==> src/rtl/control_fsm_mw.sv <==
// Accumulator-CPU control FSM with memory-ready handshake, halt/resume,
// sticky illegal-opcode and memory-timeout flags, and a retired-instruction counter.
module control_fsm_mw #(
  parameter int OPERAND_WIDTH     = 11,
  parameter int INSTRUCTION_WIDTH = 16,
  parameter int MEM_WAIT_MAX      = 15,
  parameter int COUNT_WIDTH       = 16,
  localparam int OPC_W            = INSTRUCTION_WIDTH - OPERAND_WIDTH
) (
  input  logic                   clock_in,
  input  logic                   reset_in,
  input  logic [OPC_W-1:0]       op_code,
  input  logic                   status_Z_in,
  input  logic                   status_N_in,
  input  logic                   mem_ready_in,
  input  logic                   resume_in,
  output logic [1:0]             sel_A_out,
  output logic                   sel_B_out,
  output logic                   alu_op_out,
  output logic                   branch_out,
  output logic                   pc_wr_out,
  output logic                   acc_wr_out,
  output logic                   status_wr_out,
  output logic                   ir_wr_out,
  output logic                   data_memory_wr_out,
  output logic                   acc_reset_out,
  output logic                   pc_reset_out,
  output logic                   status_reset_out,
  output logic                   ir_reset_out,
  output logic                   mem_req_out,
  output logic                   halted_out,
  output logic                   illegal_op_out,
  output logic                   timeout_out,
  output logic [COUNT_WIDTH-1:0] instr_count_out
);

  localparam logic [2:0] S_RESET = 3'd0;
  localparam logic [2:0] S_FETCH = 3'd1;
  localparam logic [2:0] S_EXEC  = 3'd2;
  localparam logic [2:0] S_MWAIT = 3'd3;
  localparam logic [2:0] S_HALT  = 3'd4;

  localparam logic [OPC_W-1:0] OP_HLT  = OPC_W'(0);
  localparam logic [OPC_W-1:0] OP_STO  = OPC_W'(1);
  localparam logic [OPC_W-1:0] OP_LD   = OPC_W'(2);
  localparam logic [OPC_W-1:0] OP_LDI  = OPC_W'(3);
  localparam logic [OPC_W-1:0] OP_ADD  = OPC_W'(4);
  localparam logic [OPC_W-1:0] OP_ADDI = OPC_W'(5);
  localparam logic [OPC_W-1:0] OP_SUB  = OPC_W'(6);
  localparam logic [OPC_W-1:0] OP_SUBI = OPC_W'(7);
  localparam logic [OPC_W-1:0] OP_BEQ  = OPC_W'(8);
  localparam logic [OPC_W-1:0] OP_BNE  = OPC_W'(9);
  localparam logic [OPC_W-1:0] OP_BGT  = OPC_W'(10);
  localparam logic [OPC_W-1:0] OP_BGE  = OPC_W'(11);
  localparam logic [OPC_W-1:0] OP_BLT  = OPC_W'(12);
  localparam logic [OPC_W-1:0] OP_BLE  = OPC_W'(13);
  localparam logic [OPC_W-1:0] OP_JMP  = OPC_W'(14);

  // Keep the wait counter at least one bit wide when the timeout is disabled.
  localparam int WCW = (MEM_WAIT_MAX > 0) ? $clog2(MEM_WAIT_MAX + 1) : 1;
  localparam logic [WCW-1:0] WMAX = WCW'(MEM_WAIT_MAX);

  logic [2:0]             state_q, state_d;
  logic [WCW-1:0]         wait_q, wait_d;
  logic [COUNT_WIDTH-1:0] cnt_q, cnt_d;
  logic                   ill_q, ill_d;
  logic                   to_q, to_d;
  logic                   cause_q, cause_d;   // 0: HLT instruction, 1: timeout

  logic [1:0] d_sel_a;
  logic       d_sel_b, d_alu, d_acc, d_st, d_dm, d_br, d_mem, d_hlt, d_ill;
  logic       retire, tmo_hit;

  always_comb begin
    d_sel_a = 2'b00;
    d_sel_b = 1'b0;
    d_alu   = 1'b0;
    d_acc   = 1'b0;
    d_st    = 1'b0;
    d_dm    = 1'b0;
    d_br    = 1'b0;
    d_mem   = 1'b0;
    d_hlt   = 1'b0;
    d_ill   = 1'b0;
    case (op_code)
      OP_HLT:  d_hlt = 1'b1;
      OP_STO:  begin d_mem = 1'b1; d_dm = 1'b1; end
      OP_LD:   begin d_mem = 1'b1; d_acc = 1'b1; end
      OP_LDI:  begin d_sel_a = 2'b01; d_acc = 1'b1; end
      OP_ADD:  begin d_sel_a = 2'b10; d_acc = 1'b1; d_st = 1'b1; end
      OP_ADDI: begin d_sel_a = 2'b10; d_sel_b = 1'b1; d_acc = 1'b1; d_st = 1'b1; end
      OP_SUB:  begin d_sel_a = 2'b10; d_alu = 1'b1; d_acc = 1'b1; d_st = 1'b1; end
      OP_SUBI: begin d_sel_a = 2'b10; d_sel_b = 1'b1; d_alu = 1'b1; d_acc = 1'b1; d_st = 1'b1; end
      OP_BEQ:  d_br = status_Z_in;
      OP_BNE:  d_br = !status_Z_in;
      OP_BGT:  d_br = !status_Z_in && !status_N_in;
      OP_BGE:  d_br = !status_N_in;
      OP_BLT:  d_br = status_N_in;
      OP_BLE:  d_br = status_Z_in || status_N_in;
      OP_JMP:  d_br = 1'b1;
      default: d_ill = 1'b1;
    endcase
  end

  assign tmo_hit = (MEM_WAIT_MAX > 0) && (wait_q == WMAX) && !mem_ready_in;

  always_comb begin
    sel_A_out          = 2'b00;
    sel_B_out          = 1'b0;
    alu_op_out         = 1'b0;
    branch_out         = 1'b0;
    pc_wr_out          = 1'b0;
    acc_wr_out         = 1'b0;
    status_wr_out      = 1'b0;
    ir_wr_out          = 1'b0;
    data_memory_wr_out = 1'b0;
    acc_reset_out      = 1'b0;
    pc_reset_out       = 1'b0;
    status_reset_out   = 1'b0;
    ir_reset_out       = 1'b0;
    mem_req_out        = 1'b0;
    halted_out         = 1'b0;
    state_d            = state_q;
    cause_d            = cause_q;
    retire             = 1'b0;
    ill_d              = ill_q;
    to_d               = to_q;
    case (state_q)
      S_RESET: begin
        acc_reset_out    = 1'b1;
        pc_reset_out     = 1'b1;
        status_reset_out = 1'b1;
        ir_reset_out     = 1'b1;
        state_d          = S_FETCH;
      end
      S_FETCH: begin
        mem_req_out = 1'b1;
        if (mem_ready_in) begin
          ir_wr_out = 1'b1;
          state_d   = S_EXEC;
        end else if (tmo_hit) begin
          to_d    = 1'b1;
          cause_d = 1'b1;
          state_d = S_HALT;
        end
      end
      S_EXEC: begin
        sel_A_out  = d_sel_a;
        sel_B_out  = d_sel_b;
        alu_op_out = d_alu;
        if (d_hlt) begin
          retire  = 1'b1;
          cause_d = 1'b0;
          state_d = S_HALT;
        end else if (d_mem) begin
          mem_req_out = 1'b1;
          if (mem_ready_in) begin
            pc_wr_out          = 1'b1;
            acc_wr_out         = d_acc;
            data_memory_wr_out = d_dm;
            retire             = 1'b1;
            state_d            = S_FETCH;
          end else begin
            state_d = S_MWAIT;
          end
        end else begin
          pc_wr_out     = 1'b1;
          acc_wr_out    = d_acc;
          status_wr_out = d_st;
          branch_out    = d_br;
          ill_d         = ill_q | d_ill;
          retire        = 1'b1;
          state_d       = S_FETCH;
        end
      end
      S_MWAIT: begin
        mem_req_out = 1'b1;
        if (mem_ready_in) begin
          pc_wr_out          = 1'b1;
          acc_wr_out         = d_acc;
          data_memory_wr_out = d_dm;
          retire             = 1'b1;
          state_d            = S_FETCH;
        end else if (tmo_hit) begin
          to_d    = 1'b1;
          cause_d = 1'b1;
          state_d = S_HALT;
        end
      end
      S_HALT: begin
        halted_out = 1'b1;
        if (resume_in) begin
          pc_wr_out = !cause_q;   // step past HLT; a timed-out access is retried instead
          state_d   = S_FETCH;
        end
      end
      default: state_d = S_RESET;
    endcase
  end

  always_comb begin
    wait_d = wait_q;
    if (mem_ready_in || (state_d != state_q))
      wait_d = '0;
    else if (state_q == S_FETCH || state_q == S_MWAIT)
      wait_d = wait_q + WCW'(1);
  end

  assign cnt_d = retire ? cnt_q + COUNT_WIDTH'(1) : cnt_q;

  always_ff @(posedge clock_in or negedge reset_in) begin
    if (!reset_in) begin
      state_q <= S_RESET;
      wait_q  <= '0;
      cnt_q   <= '0;
      ill_q   <= 1'b0;
      to_q    <= 1'b0;
      cause_q <= 1'b0;
    end else begin
      state_q <= state_d;
      wait_q  <= wait_d;
      cnt_q   <= cnt_d;
      ill_q   <= ill_d;
      to_q    <= to_d;
      cause_q <= cause_d;
    end
  end

  assign illegal_op_out  = ill_q;
  assign timeout_out     = to_q;
  assign instr_count_out = cnt_q;

endmodule

==> config.mk <==
export PLATFORM = sky130hd
export DESIGN_NAME = control_fsm_mw
export DESIGN_NICKNAME = d
export VERILOG_FILES = /design/src/rtl/control_fsm_mw.sv
export SDC_FILE = /design/constraint.sdc
export NUM_CORES = 1
export LEC_CHECK = 0
export CAP_MARGIN = 20
export CORE_ASPECT_RATIO = 0.5
export CORE_MARGIN = 2
export CORE_UTILIZATION = 25
export DETAILED_ROUTE_END_ITERATION = 6
export DONT_BUFFER_PORTS = 1
export PLACE_DENSITY = 0.35
export REMOVE_ABC_BUFFERS = 1
export SKIP_CTS_REPAIR_TIMING = 1
export SYNTH_ARGS = -nofsm -noshare
export SYNTH_HDL_FRONTEND = slang
export SYNTH_SLANG_ARGS = --single-unit
==> constraint.sdc <==
create_clock -name clock_in -period 3.53 [get_ports clock_in]
set_input_delay 0 -clock clock_in [delete_from_list [all_inputs] [get_ports clock_in]]
set_output_delay 0 -clock clock_in [all_outputs]
set_load 0.02 [all_outputs]
==> impl_results.md <==
* Slowest stage cell on the critical path: a211oi_4
* Row count at 20
* Sink Count at 26
* Detail Route Antenna Nets at 0
* Share of the core filled with cells at 29.3%
* Initial Util at 25.7%
* Overall power at 1.17 mW
* Avg Inst Size Synth at 9.83 um^2
* Max Slew Vio Count at 0
* Slew headroom at 49.6%
* Number of flops mapped to enable cells by yosys at 0
* Worst-Skew Late Latency at 0.26 ns
* Routed wire length at 3760 um
* Via Count at 1155
* Number of DRC markers in iteration 0 at 46
* Gr usage total at 11.9%
* Clk root buf: clkbuf_16
* Pwr/cell area at 662 nW/um^2
* Initial antenna violation count at 0
* Critical path arrival at 2.18 ns
* TritonCTS clock tree: built
* Clock Pin Slew Worst Setup and Hold Paths at 0.07 ns
* Post-Synthesis Cells at 157
* CP endpoint kind: primary output
* Setup WS post-layout at 1.35 ns
* Cell Count, Final, Fillers Out at 234
* Area occupied by multi-input gates at 806 um^2
* Hpwl dp at 2600 um
* Post-synth ARST share at 100%
* Critical path fanouts, max at 18
* DP Area at 1580 um^2
* Die Area at 6850 um^2
* Seq/Total Area, Yosys at 42.2%
* Worst-case clock buffer depth at 2
* Fin crit period at 2.18 ns
* Die span in x at 115 um
* Outcome: finished clean
* Worst reg2reg startpoint: state_q[1]
* Yosys cell types at 40
* Share of layout cells above drive strength 1 at 7.64%
* Slew at the pin closest to its max-slew limit at 0.754 ns
* Reg2reg end: instr_count_out[12]
* CP top delay family: compound AO/OA/AOI/OAI gates
* Critical path type: reg -> out
* Hold Slack at 0.000751 ns
* Place WS at 1.57 ns
* Largest net degree at the start of global routing at 27
* Maximum clock rate at 459 MHz
* Fill cells at 628
* Total number of yosys warnings at 0
* Kind of start point of the critical path: flop
* Worst Reg-to-Reg Cells at 4
* Buffers & Inverters on Critical Path at 0
* First-pass GRT wire length at 6340 um
* Clock skew at 0.00124 ns
* Synth Flop Type: dfrtp_1
* Syn Std Cell Area at 1540 um^2
* Pleak at 0.741 nW
* Crit path from: state_q[1]
* Unrepaired setup endpoints after global routing: false
* Final period util at 61.8%
* Hold Crit Class: in -> reg
* Slack of the worst reg-to-reg path at 1.58 ns
* Die H at 59.5 um
* Area delta synth->final at 14.1%
* MaxCap Viol Count at 0
* Post-Layout Inst Area at 1760 um^2
* Seq cells post-synth at 26
* First-pass DRT Iterations at 4
* Via density at 4.94
* Critical Path RT at 3.53 ns
* Total core area at 6010 um^2
* Final Hold Fails at 0
* IO Pins at 45
* GPL Wtd Cong at 0.750
* Placed insts at 223
* Levels on crit path at 4
* Grt ovf at 0
* Vias in the first global route at 1241
* Register Area at 651 um^2
* Nets at 171
* Total CTS buffers at 3
* Final antenna diode count at 0
* Setup TNS at 0 ns
* Crit-path cells: nand2b_1 > a211oi_4 > o21ai_0 > o21ai_0
* Worst setup path endpoint: pc_wr_out
* DRC at 0
* Critical Path Most Common Cell: o21ai_0
* Worst path max stage delay at 0.69 ns
* H-Tree Depth at 1
* Final setup viols at 0
* Peak VDD IR at 0.000251 V
* IO buf count at 0
* Detailed-route wire length per cell at 16.1 um
* Hold path start: op_code[1]
worst reg2reg max path, delay by kind of cell (launching register included):
kind | cells | cell delay [ns]
AOI/OAI and AO/OA | 1 | 0.69
xor gates and xnor gates | 1 | 0.18
and+or+nand+nor | 2 | 0.42
DFF | 1 | 0.54
layout by cell type, fill, tap and decap left out, types with 2 or more instances in the layout:
cell / n
nand2_1: 10
nor2b_1: 3
and3_1: 8
mux2i_1: 2
nor4_1: 5
dfrtp_1: 26
nor2_1: 3
ha_1: 2
xnor2_1: 16
o21ai_0: 8
nor3_1: 3
nand4_1: 9
nand2b_1: 4
a21o_1: 2
clkbuf_16: 3
and4_1: 4
nand3_1: 8
a21oi_1: 3
dlygate4sd3_1: 6
inv_1: 4
xor2_1: 3
and2_1: 5
layer usage:
| metal | up-vias | track usage (%) | share of wire, % |
|---|---|---|---|
| met5 | - | 0 | 0 |
| met4 | 0 | 2.58 | 0.93 |
| met3 | 4 | 4.50 | 7.7 |
| met2 | 29 | 19.1 | 45 |
| met1 | 559 | 15.4 | 47 |
| li1 | 563 | - | - |
flip-flops by register name, indices dropped and copies added, names as in the netlist:
| register | flops |
|---|---|
| illegal_op_out | 1 |
| instr_count_out | 16 |
| cause_q | 1 |
| state_q | 3 |
| wait_q | 4 |
| timeout_out | 1 |
how the worst min path moves through the flow:
stage                                     to  slack (ns)  cells past startpoint
after global routing              state_q[1]       0.009                      3
after CTS                 instr_count_out[4]       -0.58                      0
after floorplan                      cause_q       -0.30                      0
after detailed placement           wait_q[1]       -0.30                      0
after global placement             wait_q[1]       -0.30                      0
final                             state_q[1]      0.0008                      3
synth_stat cells, types with 2 or more instances:
master | instances | area, um^2
nor2b_1 | 3 | 18.8
and4_1 | 4 | 35.0
dfrtp_1 | 26 | 651
nor3_1 | 4 | 20.0
buf_6 | 2 | 22.5
nand2b_1 | 4 | 25.0
a21oi_1 | 3 | 15.0
xor2_1 | 3 | 26.3
nor2_1 | 3 | 11.3
ha_1 | 2 | 25.0
clkbuf_1 | 3 | 11.3
xnor2_1 | 16 | 140
inv_1 | 4 | 15.0
mux2i_1 | 2 | 20.0
nand3_1 | 8 | 40.0
nor4_1 | 5 | 31.3
and3_1 | 8 | 50.1
o21ai_0 | 8 | 40.0
buf_4 | 3 | 22.5
nand2_1 | 10 | 37.5
and2_1 | 5 | 31.3
buf_2 | 4 | 20.0
a21o_1 | 2 | 15.0
nand4_1 | 9 | 56.3
cells by family (layout without fill, tap and decap cells):
group                    after synthesis  in the layout  synth area share [%]
AO/OA/AOI/OAI                         21             21                  9.57
XOR/XNOR                              20             20                  11.8
adder cells (fa/ha/maj)                2              2                  1.62
buffers and inverters                 16             16                  5.92
flip-flops                            26             26                  42.2
multiplexers                           3              3                  2.03
AND/OR/NAND/NOR                       69             69                  26.8
final cells by class:
type | count | area share (%)
Clock inverter | 1 | 1.71
Clock buffer | 3 | 4.26
Timing Repair Buffer | 8 | 4.98
Sequential cell | 26 | 37.0
Multi-Input combinational cell | 115 | 45.8
Tap cell | 77 | 5.47
Inverter | 4 | 0.853
power breakdown:
part / total, mW / switching, mW / leakage [nW] / internal, mW
sequential: 0.487 / 0.135 / 0.343 / 0.352
clock: 0.334 / 0.108 / 0.0511 / 0.226
combinational: 0.344 / 0.222 / 0.348 / 0.123
(Power assumes the default switching activity.)
